--- src/rtl/clk_div_mon_pkg.sv ---
// Shared definitions for the divided-clock monitor.
//   mon_state_t    : monitor FSM states
//   DEF_*          : default parameter values
//   hi_pair_t      : the two accepted high times for a given ratio
//   accepted_high(): computes hi_pair_t from an expected divide ratio
package clk_div_mon_pkg;

    typedef enum logic [2:0] {
        IDLE,
        ARM,
        MEASURE,
        LOCKED,
        FAULT
    } mon_state_t;

    localparam int unsigned DEF_CNT_W       = 8;
    localparam int unsigned DEF_LOCK_CNT    = 4;
    localparam int unsigned DEF_SYNC_STAGES = 2;

    // Width of the consecutive-match counter; LOCK_CNT is limited to 1..15.
    localparam int unsigned MATCH_W = 4;

    typedef struct packed {
        logic [31:0] hi_lo;
        logic [31:0] hi_hi;
    } hi_pair_t;

    // Even ratios accept exactly half; odd ratios accept floor or ceil of half.
    function automatic hi_pair_t accepted_high(input logic [31:0] ratio);
        hi_pair_t p;
        p.hi_lo = ratio >> 1;
        p.hi_hi = (ratio >> 1) + {31'd0, ratio[0]};
        return p;
    endfunction

endpackage

--- src/rtl/edge_sync_det.sv ---
// Synchroniser chain plus edge detector for a signal sampled as data.
//   clk, rst_n : clock and asynchronous active-low reset
//   d_in       : asynchronous input
//   d_s        : synchronised level (after SYNC_STAGES flops)
//   rise, fall : single-cycle edge strobes of d_s against its delayed copy
module edge_sync_det #(
    parameter int unsigned SYNC_STAGES = 2
) (
    input  logic clk,
    input  logic rst_n,
    input  logic d_in,
    output logic d_s,
    output logic rise,
    output logic fall
);

    logic [SYNC_STAGES-1:0] sync_q;
    logic                   d_q;

    always_ff @(posedge clk or negedge rst_n) begin
        if (!rst_n) begin
            sync_q <= '0;
            d_q    <= 1'b0;
        end else begin
            sync_q[0] <= d_in;
            for (int unsigned i = 1; i < SYNC_STAGES; i++) begin
                sync_q[i] <= sync_q[i-1];
            end
            d_q <= sync_q[SYNC_STAGES-1];
        end
    end

    assign d_s  = sync_q[SYNC_STAGES-1];
    assign rise = d_s & ~d_q;
    assign fall = ~d_s & d_q;

endmodule

--- src/rtl/clk_div_monitor.sv ---
// Checks a divided clock (sampled as data in the source clock domain):
// measures period and high time, locks after LOCK_CNT consecutive good
// periods and raises a sticky fault on mismatch after lock or on a stall.
//   clk, rst_n   : source clock, asynchronous active-low reset
//   en           : monitor enable, low forces IDLE
//   div_in       : divided clock under test
//   exp_ratio    : expected divide ratio (change only while en=0)
//   clr_fault    : single-cycle pulse, FAULT -> ARM
//   meas_period  : last complete period in clk cycles
//   meas_high    : high time of that period in clk cycles
//   period_valid : single-cycle pulse when meas_* update
//   locked       : ratio and duty confirmed
//   fault        : sticky error flag
module clk_div_monitor
    import clk_div_mon_pkg::*;
#(
    parameter int unsigned CNT_W       = DEF_CNT_W,
    parameter int unsigned LOCK_CNT    = DEF_LOCK_CNT,
    parameter int unsigned SYNC_STAGES = DEF_SYNC_STAGES
) (
    input  logic             clk,
    input  logic             rst_n,
    input  logic             en,
    input  logic             div_in,
    input  logic [CNT_W-1:0] exp_ratio,
    input  logic             clr_fault,
    output logic [CNT_W-1:0] meas_period,
    output logic [CNT_W-1:0] meas_high,
    output logic             period_valid,
    output logic             locked,
    output logic             fault
);

    localparam logic [CNT_W-1:0]   CNT_MAX  = '1;
    localparam logic [MATCH_W-1:0] LOCK_TGT = MATCH_W'(LOCK_CNT);

    logic d_s;
    logic rise;
    logic fall;

    logic [CNT_W-1:0]   per_cnt;
    logic [CNT_W-1:0]   hi_cnt;
    logic [CNT_W-1:0]   hi_lat;
    logic [MATCH_W-1:0] match_cnt;
    logic [MATCH_W-1:0] match_nxt;

    mon_state_t state;
    mon_state_t state_nxt;

    hi_pair_t hp;
    logic     hi_ok;
    logic     match;
    logic     timeout;
    logic     measuring;

    edge_sync_det #(
        .SYNC_STAGES(SYNC_STAGES)
    ) u_sync (
        .clk  (clk),
        .rst_n(rst_n),
        .d_in (div_in),
        .d_s  (d_s),
        .rise (rise),
        .fall (fall)
    );

    // Rise restarts per_cnt, so a rise and a timeout are mutually exclusive.
    assign timeout = (per_cnt == CNT_MAX) && !rise;

    assign hp    = accepted_high(32'(exp_ratio));
    assign hi_ok = (32'(hi_lat) == hp.hi_lo) || (32'(hi_lat) == hp.hi_hi);
    assign match = (exp_ratio >= CNT_W'(2)) && (per_cnt == exp_ratio) && hi_ok;

    // The first rise after ARM only aligns the counters; it closes no period.
    assign measuring = rise && (state == MEASURE || state == LOCKED || state == FAULT);

    // Period and high-time counters.
    always_ff @(posedge clk or negedge rst_n) begin
        if (!rst_n) begin
            per_cnt <= '0;
            hi_cnt  <= '0;
            hi_lat  <= '0;
        end else if (state == IDLE) begin
            per_cnt <= '0;
            hi_cnt  <= '0;
            hi_lat  <= '0;
        end else begin
            if (rise) begin
                per_cnt <= CNT_W'(1);
                hi_cnt  <= CNT_W'(1);
            end else begin
                if (per_cnt != CNT_MAX) begin
                    per_cnt <= per_cnt + CNT_W'(1);
                end
                if (d_s && (hi_cnt != CNT_MAX)) begin
                    hi_cnt <= hi_cnt + CNT_W'(1);
                end
            end
            if (fall) begin
                hi_lat <= hi_cnt;
            end
        end
    end

    // Measurement outputs; cleared on the edge where en drops so the
    // outputs read zero together with locked/fault.
    always_ff @(posedge clk or negedge rst_n) begin
        if (!rst_n) begin
            meas_period  <= '0;
            meas_high    <= '0;
            period_valid <= 1'b0;
        end else if (!en || state == IDLE) begin
            meas_period  <= '0;
            meas_high    <= '0;
            period_valid <= 1'b0;
        end else begin
            period_valid <= measuring;
            if (measuring) begin
                meas_period <= per_cnt;
                meas_high   <= hi_lat;
            end
        end
    end

    // FSM state register.
    always_ff @(posedge clk or negedge rst_n) begin
        if (!rst_n) begin
            state     <= IDLE;
            match_cnt <= '0;
        end else begin
            state     <= state_nxt;
            match_cnt <= match_nxt;
        end
    end

    // FSM next-state logic.
    always_comb begin
        state_nxt = state;
        match_nxt = match_cnt;
        if (!en) begin
            state_nxt = IDLE;
            match_nxt = '0;
        end else begin
            case (state)
                IDLE: begin
                    state_nxt = ARM;
                    match_nxt = '0;
                end
                ARM: begin
                    if (rise) begin
                        state_nxt = MEASURE;
                        match_nxt = '0;
                    end else if (timeout) begin
                        state_nxt = FAULT;
                    end
                end
                MEASURE: begin
                    if (rise) begin
                        if (match) begin
                            match_nxt = match_cnt + MATCH_W'(1);
                            if ((match_cnt + MATCH_W'(1)) == LOCK_TGT) begin
                                state_nxt = LOCKED;
                            end
                        end else begin
                            match_nxt = '0;
                        end
                    end else if (timeout) begin
                        state_nxt = FAULT;
                    end
                end
                LOCKED: begin
                    if ((rise && !match) || timeout) begin
                        state_nxt = FAULT;
                    end
                end
                FAULT: begin
                    if (clr_fault) begin
                        state_nxt = ARM;
                        match_nxt = '0;
                    end
                end
                default: begin
                    state_nxt = IDLE;
                    match_nxt = '0;
                end
            endcase
        end
    end

    assign locked = (state == LOCKED);
    assign fault  = (state == FAULT);

endmodule

--- config.mk ---
export PLATFORM = sky130hd
export DESIGN_NAME = clk_div_monitor
export DESIGN_NICKNAME = d
export VERILOG_FILES = /design/src/rtl/clk_div_mon_pkg.sv /design/src/rtl/edge_sync_det.sv /design/src/rtl/clk_div_monitor.sv
export SDC_FILE = /design/constraint.sdc
export NUM_CORES = 1
export LEC_CHECK = 0
export CORE_ASPECT_RATIO = 1.25
export CORE_UTILIZATION = 30
export CTS_CLUSTER_SIZE = 10
export DETAILED_ROUTE_END_ITERATION = 16
export SYNTH_ARGS = -nofsm -noshare
export SYNTH_HDL_FRONTEND = slang
export SYNTH_SLANG_ARGS = --single-unit
--- constraint.sdc ---
create_clock -name clk -period 2.8 [get_ports clk]
set_input_delay 0.28 -clock clk [delete_from_list [all_inputs] [get_ports clk]]
set_output_delay 0.28 -clock clk [all_outputs]
set_load 0.02 [all_outputs]
* Word level (Yosys, flattened, before mapping)
Index checks and enable logic that the tools add are counted.
** Word-level totals
- Latch bits :: 0
- Bits in registers :: 51
- Memories kept :: 0
- Input bits :: 13
- RAM bits :: 0
- ROM bits :: 0
- Output and inout port bits :: 19
** Operators by class
- Div/mod/pow operators :: 0
- Add/subtract/negate cells :: 4
- $mul :: 0
- Eq/ne operators :: 18
- Shifts and indexed selects :: 0
- Order comparisons :: 1
- Bitwise operators :: 4
- Muxes and demuxes :: 28
- Reduce and logical (&&, ||, !) cells :: 21
** Operator list (count)
- 8-bit two-way mux :: 12
- 3-bit two-way mux :: 8
- 4-bit two-way mux :: 5
- 8-bit by 1-bit adder with 8-bit output (second input constant) :: 2
- 8-bit == test :: 2
- 8-bit != test (second input constant) :: 2
- 4-bit case mux with 4 select lines :: 1
- 3-bit case mux with 5 select lines :: 1
- 3-bit != test (second input constant) :: 3
- 7-bit by 1-bit adder with 8-bit output :: 1
- 8-bit by 7-bit == test with 1-bit output :: 1
- 8-bit == test (second input constant) :: 1
- 8-bit by 2-bit greater-or-equal comparator with 1-bit output (second input constant) :: 1
- 4-bit AND reduction :: 2
- 3-bit by 2-bit == test with 1-bit output (second input constant) :: 2
- 1-bit logical AND :: 6
- 3-bit nonzero test :: 2
- 1-bit logical OR :: 5
- 4-bit by 1-bit adder with 4-bit output (second input constant) :: 1
- 4-bit by 3-bit == test with 1-bit output (second input constant) :: 1
- 4-bit by 3-bit != test with 1-bit output (second input constant) :: 1
- 4-bit != test (second input constant) :: 1
- 2-bit nonzero test :: 2
- 3-bit by 1-bit == test with 1-bit output (second input constant) :: 1
- 8 further kinds :: 12

* Logic depth before layout (Yosys ltp)
Gate-level depths: netlist (run 1).
- Depth after elaboration :: 10
- Mapped depth :: 9
- Depth with buffers taken out :: 9

* Modules after synthesis
A second synthesis (run 1) with hierarchy kept.
** Second synthesis, totals
- Cell total of the unflattened synthesis :: 276
- Area, all modules :: 2733.9 µm²
** Modules (own cells, without submodules)
- clk_div_monitor :: instances 1, cells each 271, area an instance 2643.8 µm²
- edge_sync_det :: instances 1, cells each 5, area an instance 90.1 µm²

* Worst setup path before layout (run 1)
No wires, ideal clock.
- Path kind :: in2reg
- Start :: in exp_ratio[0]
- End :: reg state[1]
- Setup time :: 0.118 ns
- Setup slack :: 0.668 ns
- Arrival time :: 2.014 ns
- Buffers on the path :: 0
- Required time :: 2.682 ns
- Cell stages on the path :: 9
- Cells stage by stage :: ha_1 -> ha_1 -> and2_1 -> a211o_1 -> a31oi_1 -> nor3_1 -> o211ai_2 -> mux2_4 -> a21o_1
** Between the ends
- Longest elaborated chain between the ends :: 9
- Elaborated cells between the ends (all ways) :: 13
- Classes of those cells :: add/sub: 1; order compare: 1; eq/ne: 4; reduce/logical: 7
** RTL lines
- from (decl) :: RTL line clk_div_monitor.sv:25 : input logic [CNT_W-1:0] exp_ratio,
- 7-bit by 1-bit adder with 8-bit output :: RTL line clk_div_mon_pkg.sv:32 : p.hi_hi = (ratio >> 1) + {31'd0, ratio[0]};
- 8-bit == test :: RTL line clk_div_monitor.sv:71 : assign hi_ok = (32'(hi_lat) == hp.hi_lo) || (32'(hi_lat) == hp.hi_hi);
- 1-bit logical OR :: RTL line clk_div_monitor.sv:71
- 1-bit logical AND (*) :: RTL line clk_div_monitor.sv:72 : assign match = (exp_ratio >= CNT_W'(2)) && (per_cnt == exp_ratio) && hi_ok;
- 1-bit zero test :: RTL line clk_div_monitor.sv:172 : if ((rise && !match) || timeout) begin
- 1-bit logical AND :: RTL line clk_div_monitor.sv:172
- 1-bit logical OR :: RTL line clk_div_monitor.sv:172
- 3-bit by 2-bit != test with 1-bit output (no source line)
- 4-bit AND reduction (no source line) (*)
- to (signal assigned) :: RTL line clk_div_monitor.sv:131 : state <= state_nxt;
- to (decl) :: RTL line clk_div_monitor.sv:47 : mon_state_t state;
Mark *: on every way between the ends. The rest lies on a longest branch, timed or not.
A chain may end at the register's enable or synchronous reset.

* Final worst setup path (run 1)
Same ends and word-level chain as after synthesis.

==> results of run 1 <==
area by class of cell:
class / count / share of cell area
multi-input cells: 206 / 0.419
flip-flops and latches: 51 / 0.387
repair buffers: 41 / 0.116
well taps: 120 / 0.0455
clock buffers: 6 / 0.0220
inverters: 6 / 0.00682
clock inverters: 2 / 0.00379
path summary, 6_finish.rpt:
check | slack [ns] | startpoint | cells past startpoint | end
worst max-delay path | 0.40 | exp_ratio[0] | 10 | state[1]
worst min-delay path | 0.36 | u_sync.sync_q[0] | 0 | u_sync.sync_q[1]
worst max register to register | 0.46 | per_cnt[1] | 7 | state[1]
worst min register to register | 0.36 | u_sync.sync_q[0] | 0 | u_sync.sync_q[1]
max in group asynchronous | 1.56 | rst_n | 3 | meas_high[3]
min in group asynchronous | 0.46 | rst_n | 2 | state[2]
per-stage QoR:
stage	setup WS (ns)	instance area, µm²	hold slack (ns)
detailed placement	0.0719	3210	0.263
CTS	0.399	3300	0.359
finish	0.404	3300	0.356
global placement	0.0933	3210	0.262
floorplan	0.668	2740	-0.0156
global route	0.308	3300	0.366
cells by family (layout without fill, tap and decap cells):
logic type,count (synthesis),in the layout,synth area share
AOI/OAI and AO/OA,56,56,0.155
and+or+nand+nor,105,105,0.190
adders and majority gates,7,7,0.0320
muxes,10,10,0.0384
DFF,51,51,0.466
buffers and inverters,20,55,0.0292
xor gates and xnor gates,28,28,0.0895
synth_stat cells (2+ instances only):
cell type,n,share of area
and3_1,2,0.0046
buf_2,3,0.0055
a2bb2oi_1,2,0.0064
nor3b_1,2,0.0055
dfrtp_1,51,0.47
o21ai_0,7,0.013
xor2_1,15,0.048
inv_1,6,0.0082
a31oi_1,3,0.0069
and2_1,2,0.0046
or2_2,2,0.0046
o22ai_1,3,0.0069
nor3_1,7,0.013
nand2b_1,5,0.011
nand3_1,10,0.018
nand4_1,7,0.016
nor4_1,3,0.0069
nand2_1,19,0.026
a22o_1,17,0.054
nor2_1,37,0.051
a211oi_1,5,0.014
a21o_1,2,0.0055
mux2i_1,9,0.033
ha_1,7,0.032
a21oi_1,7,0.013
xnor2_1,13,0.042
clkbuf_1,10,0.014
nor2b_1,2,0.0046
worst reg2reg max path, cell delays in order, from the launching register on:
cell and delay, ns:
dfrtp_1 0.49, ha_1 0.30, nand4_1 0.21, or2_2 0.43
nor2_1 0.26, o22ai_1 0.11, mux2_4 0.29, a21o_1 0.15
layer usage:
| metal | up-vias | part of all wire | global-route usage |
|---|---|---|---|
| li1 | 1045 | - | - |
| met1 | 1063 | 0.45 | 0.183 |
| met2 | 47 | 0.49 | 0.237 |
| met3 | 10 | 0.033 | 0.0265 |
| met4 | 0 | 0.020 | 0.0562 |
| met5 | - | 0 | 0 |
sequential cells by signal (all words and copies together), names as in the netlist, 2 cells and up:
register,cells
meas_period,8
hi_lat,8
per_cnt,8
match_cnt,4
state,3
meas_high,8
hi_cnt,8
u_sync.sync_q,2
power by group through the flow:
stage	Sequential, mW	Combinational (mW)	Clock (mW)
2_1_floorplan	0.790	0.139	0
3_3_place_gp	0.802	0.214	0
3_5_place_dp	0.803	0.216	0
4_1_cts	0.788	0.218	0.434
5_1_grt	0.793	0.246	0.463
6_report	0.789	0.218	0.419
==> parameters.txt, run 1 <==
Parameter                              Value

Status
  Outcome    finished clean

Setup path
  Cell type of the slowest stage on the worst timing path    clkdlybuf4s50_1
  Arrival time of the worst setup path    2.60 ns
  Critical path start-end classification    primary input to flop
  Critical path buffer and inverter count    1
  Kind of end point of the critical path    flop
  CP peak stage delay    0.47 ns
  Ordered list of cells on the worst path    clkdlybuf4s50_1, ha_1, ha_1, and2_1, a211o_1, a31oi_1, nor3_1, o211ai_2, mux2_4, a21o_1
  CP Max Fanout    4
  Required @ worst endpoint    3.00 ns
  Cell with the most instances on the worst path    ha_1
  Gate family responsible for the most delay along the worst path    compound AO/OA/AOI/OAI gates
  Startpoint types    primary input

Layout
  # fillers    864
  Final instance count without filler cells    432
  Final core utilization    0.375
  Fraction of final layout cells sized beyond drive strength 1    0.0865
  Multi-input gate area in the final layout    1380 µm²
  Area grow syn2layout    20.5%
  Nets@finish    331
  Most common library cell in the layout ignoring fill and taps    dfrtp_1
  Most used cells in the layout excluding fill and tap cells    dfrtp_1, nor2_1, clkdlybuf4s50_1, nand2_1, a22o_1
  Number of antenna repair diodes    0
  Area taken by flip-flops and latches    1280 µm²

Pwr
  P per Cell Area    432 nW/µm²
  Leak pwr    1.47 nW
  Sw Share    0.283
  Clock power frac    0.294
  Gate power share    0.153
  Internal cell power    1.02 mW
  Power share of the sequential group    0.553
  Total Power Consumption    1.43 mW
  VDD IR max    203 µV
  Switching component of the power    0.403 mW

Clock tree
  Post-CTS Setup Repair Bufs    0
  CTS sink count    51
  Number of buffers created by CTS    5
  Clock tree from TritonCTS    built
  Number of hold buffers added after cts    1
  Max H-tree Level    2
  Number of gates resized after cts    0
  Reg clk slew, reported paths    0.10 ns
  Clock root cell    clkbuf_8
  Max Root-Sink Buffers    2
  Clock latency at the later pin of the worst-skew pair    0.30 ns

Synthesis
  Syn_nets    297
  Flip-flop cell with the highest count after synthesis    dfrtp_1
  Mapped Cells    277
  Sequential element share of the synthesized area    0.466
  Synth Warn #    0
  Count of flip-flops with a built-in enable after synthesis    0
  Post-synthesis async set-or-reset flop share    1.00
  Yosys reg bits    51
  Cell Area, Synth    2740 µm²
  Post-Syn Area per Cell    9.89 µm²
  Number of different library cells in the post-synthesis netlist    47

Global routing
  First-pass GRT wire length    10.5 mm
  Remaining Overflow, GRT    0
  Total GRT Usage    0.143
  Via count of the first global-routing pass    2,109
  Number of antenna violations at the first check in global routing    0
  Pin count of the biggest net entering global routing    32

Timing
  Slew Limit Headroom    0.649
  Hold violation total from the final report    0
  Final worst path period need    2.40 ns
  Period Utilization, post-route    0.856
  Setup TNS    0 ns
  Fin Clk Skew    0.00733 ns
  Max Transition Viols Final    0
  Total of endpoints with negative setup slack in the final report    0
  Tightest Pin Transition    0.526 ns
  RSZ-0062 raised after global routing    no
  Maximum clock rate    417 MHz

Routing
  Avg WL per Cell    14.4 µm
  Total routed wirelength    6.22 mm
  Number of vias after detailed routing    2,165
  DRC marker count from the first detailed-route iteration    156
  Post-detailed-route DRC marker count    0
  Post-route ant nets    0
  Vias per Instance    5.01
  Length of the first detailed-routing pass in iterations    4

Die
  Full die area    9520 µm²
  Die width    87.5 µm
  Area of the core    8800 µm²
  Die Span Y    109 µm
  Effective utilization at floorplan    0.312
  Number of primary I/O pins    32
  Site Rows    38

Placed design
  Last weighted congestion value of the routability-driven placer    0.807
  Half-perimeter wire length of the detailed placement result    4.49 mm
  Port-buffer cells    31
  Cell Count Post-Placement    423

Min path
  Hold WC Path Type    flop to flop

Flow run
  Number of max-cap violations    0
Note: power is estimated with default switching activity, not from simulation.
==> run 2: changes to the inputs <==
--- a/config.mk
+++ b/config.mk
@@ -5,10 +5,12 @@
 export SDC_FILE = /design/constraint.sdc
 export NUM_CORES = 1
 export LEC_CHECK = 0
+export ABC_AREA = 1
 export CORE_ASPECT_RATIO = 1.25
 export CORE_UTILIZATION = 30
 export CTS_CLUSTER_SIZE = 10
 export DETAILED_ROUTE_END_ITERATION = 16
+export SKIP_CTS_REPAIR_TIMING = 1
 export SYNTH_ARGS = -nofsm -noshare
 export SYNTH_HDL_FRONTEND = slang
 export SYNTH_SLANG_ARGS = --single-unit
==> parameters.txt, run 2 <==
Parameter                              Value

Layout
  Final instance count without filler cells    540
  Final core utilization    0.375
  Fraction of final layout cells sized beyond drive strength 1    0.0935
  Number of antenna repair diodes    0
  Nets@finish    438
  Most used cells in the layout excluding fill and tap cells    nand2_1, inv_1, dfrtp_1, nand3_1, clkdlybuf4s50_1
  Final non-filler cell area    3480 µm²
  # fillers    966
  Area grow syn2layout    20.0%
  Most common library cell in the layout ignoring fill and taps    nand2_1

Pwr
  Clock power frac    0.343
  VDD IR max    254 µV
  Internal cell power    1.19 mW
  P per Cell Area    482 nW/µm²
  Power share of the sequential group    0.479
  Sw Share    0.289
  Gate power share    0.178
  Switching component of the power    0.484 mW
  Leak pwr    1.58 nW

Setup path
  Critical path start-end classification    primary input to flop
  CP Max Fanout    5
  Arrival time of the worst setup path    2.32 ns
  Crit. path cell count    16
  Ordered list of cells on the worst path    clkdlybuf4s50_1, ha_1, ha_1, nand3_1, inv_1, nand2_1, nand2_1, nand2_1, nor2_2, nand3_2, nand2_2, nand3_2, nand2_2, nand3_2, nand2_1, nand2_1
  Startpoint types    primary input
  CP peak stage delay    0.59 ns
  Cell with the most instances on the worst path    nand2_1
  Slack of the worst reg-to-reg path    0.85 ns
  Required @ worst endpoint    2.98 ns
  Endpoint of the most critical register-to-register path    state[1]
  Cell type of the slowest stage on the worst timing path    clkdlybuf4s50_1
  R2R depth    12
  Critical path buffer and inverter count    2
  Gate family responsible for the most delay along the worst path    simple AND/OR/NAND/NOR gates
  Worst r2r src    per_cnt[0]
  Kind of end point of the critical path    flop

Routing
  Post-route ant nets    0
  Vias per Instance    4.80
  Number of vias after detailed routing    2,593
  DRC marker count from the first detailed-route iteration    112
  Length of the first detailed-routing pass in iterations    4
  Total routed wirelength    6.97 mm
  Avg WL per Cell    12.9 µm
  Post-detailed-route DRC marker count    0

Synthesis
  Sequential element share of the synthesized area    0.440
  Yosys reg bits    51
  Cells taking the most area after synthesis    dfrtp_1, nand2_1, inv_1
  Synth Warn #    0
  Post-synthesis async set-or-reset flop share    1.00
  Syn_nets    403
  Cell taking the most area after synthesis    dfrtp_1
  Cell Area, Synth    2900 µm²
  Area share of the largest cell type after synthesis    0.440
  Synth cell count leaders    nand2_1, inv_1, dfrtp_1
  Post-Syn Area per Cell    7.57 µm²
  Most common cell in the synthesized netlist    nand2_1
  Mapped Cells    383
  Number of different library cells in the post-synthesis netlist    35
  Flip-flop cell with the highest count after synthesis    dfrtp_1
  Count of flip-flops with a built-in enable after synthesis    0

Global routing
  Total GRT Usage    0.148
  Pin count of the biggest net entering global routing    28
  Via count of the first global-routing pass    2,559
  Number of antenna violations at the first check in global routing    0
  First-pass GRT wire length    11.8 mm
  Remaining Overflow, GRT    0

Timing
  Setup TNS    0 ns
  Fin Clk Skew    0.00491 ns
  Slew Limit Headroom    0.503
  Final worst path period need    2.15 ns
  RSZ-0062 raised after global routing    no
  Maximum clock rate    466 MHz
  Total of endpoints with negative setup slack in the final report    0
  Tightest Pin Transition    0.743 ns
  Period Utilization, post-route    0.766
  Max Transition Viols Final    0
  Hold violation total from the final report    0

Clock tree
  Clock tree from TritonCTS    built
  Max H-tree Level    2
  Clock latency at the later pin of the worst-skew pair    0.29 ns
  Reg clk slew, reported paths    0.06 ns
  Clock root cell    clkbuf_16
  Max Root-Sink Buffers    2
  Number of buffers created by CTS    5
  CTS sink count    51

Die
  Die Span Y    112 µm
  Site Rows    39
  Die width    89.9 µm
  Full die area    10,100 µm²
  Effective utilization at floorplan    0.313
  Number of primary I/O pins    32
  Area of the core    9270 µm²

Placed design
  Cell Count Post-Placement    534
  Area after DPL    3350 µm²
  Last weighted congestion value of the routability-driven placer    0.901
  Half-perimeter wire length of the detailed placement result    5.46 mm
  Port-buffer cells    31

Min path
  Hold WC Path Type    primary input to asynchronous set/reset pin

Flow run
  Number of max-cap violations    0

Status
  Outcome    finished clean
## run 2: layout make-up
cell class                      count  area, µm²  area share
Tap cell                          123        154      0.0442
Inverter                           68        255      0.0734
Clock buffer                        6        129      0.0371
Sequential cell                    51       1280       0.367
Multi-Input combinational cell    258       1340       0.384
Timing Repair Buffer               34        328      0.0942
## run 2: worst reg2reg max path, delay by kind of cell (launching register included)
family | cells | cell delay, ns
buffers and inverters | 2 | 0.23
and+or+nand+nor | 9 | 1.00
DFF | 1 | 0.39
adders and majority gates | 1 | 0.21
## run 2: kinds of logic after synthesis
family          count (synthesis)  share of synthesized area
fa+ha+maj                       7                     0.0302
simple gates                  175                      0.284
compound gates                 72                      0.135
xor+xnor                        4                     0.0121
buf+inv                        74                     0.0984
flops                          51                      0.440
## run 2: power groups by stage
| stage | sequential [mW] | clock (mW) | combinational [mW] |
|---|---|---|---|
| after detailed placement | 0.817 | 0 | 0.300 |
| after global routing | 0.808 | 0.619 | 0.342 |
| after global placement | 0.817 | 0 | 0.297 |
| after CTS | 0.803 | 0.587 | 0.302 |
| after floorplan | 0.806 | 0 | 0.198 |
| final | 0.803 | 0.574 | 0.298 |
## run 2: layer usage
| metal | GRT usage | share of wire |
|---|---|---|
| met5 | 0 | 0 |
| met4 | 0.0699 | 0.025 |
| met3 | 0.0253 | 0.033 |
| met2 | 0.263 | 0.51 |
| met1 | 0.173 | 0.44 |
## run 2: stage by stage
stage | power (mW) | setup WS, ns | hold slack [ns]
4_1_cts | 1.69 | 0.639 | 0.0295
5_1_grt | 1.77 | 0.429 | 0.0534
6_report | 1.68 | 0.655 | 0.00554
2_1_floorplan | 1.00 | 1.08 | -0.0156
3_3_place_gp | 1.11 | 0.410 | 0.332
3_5_place_dp | 1.12 | 0.345 | 0.342
## run 2: worst max path at each step
stage	to	slack [ns]	from
2_1_floorplan	state[1]	1.08	exp_ratio[0]
3_3_place_gp	state[1]	0.41	exp_ratio[1]
3_5_place_dp	state[1]	0.35	exp_ratio[1]
4_1_cts	state[1]	0.64	exp_ratio[1]
5_1_grt	state[2]	0.43	exp_ratio[1]
6_report	state[1]	0.65	exp_ratio[1]
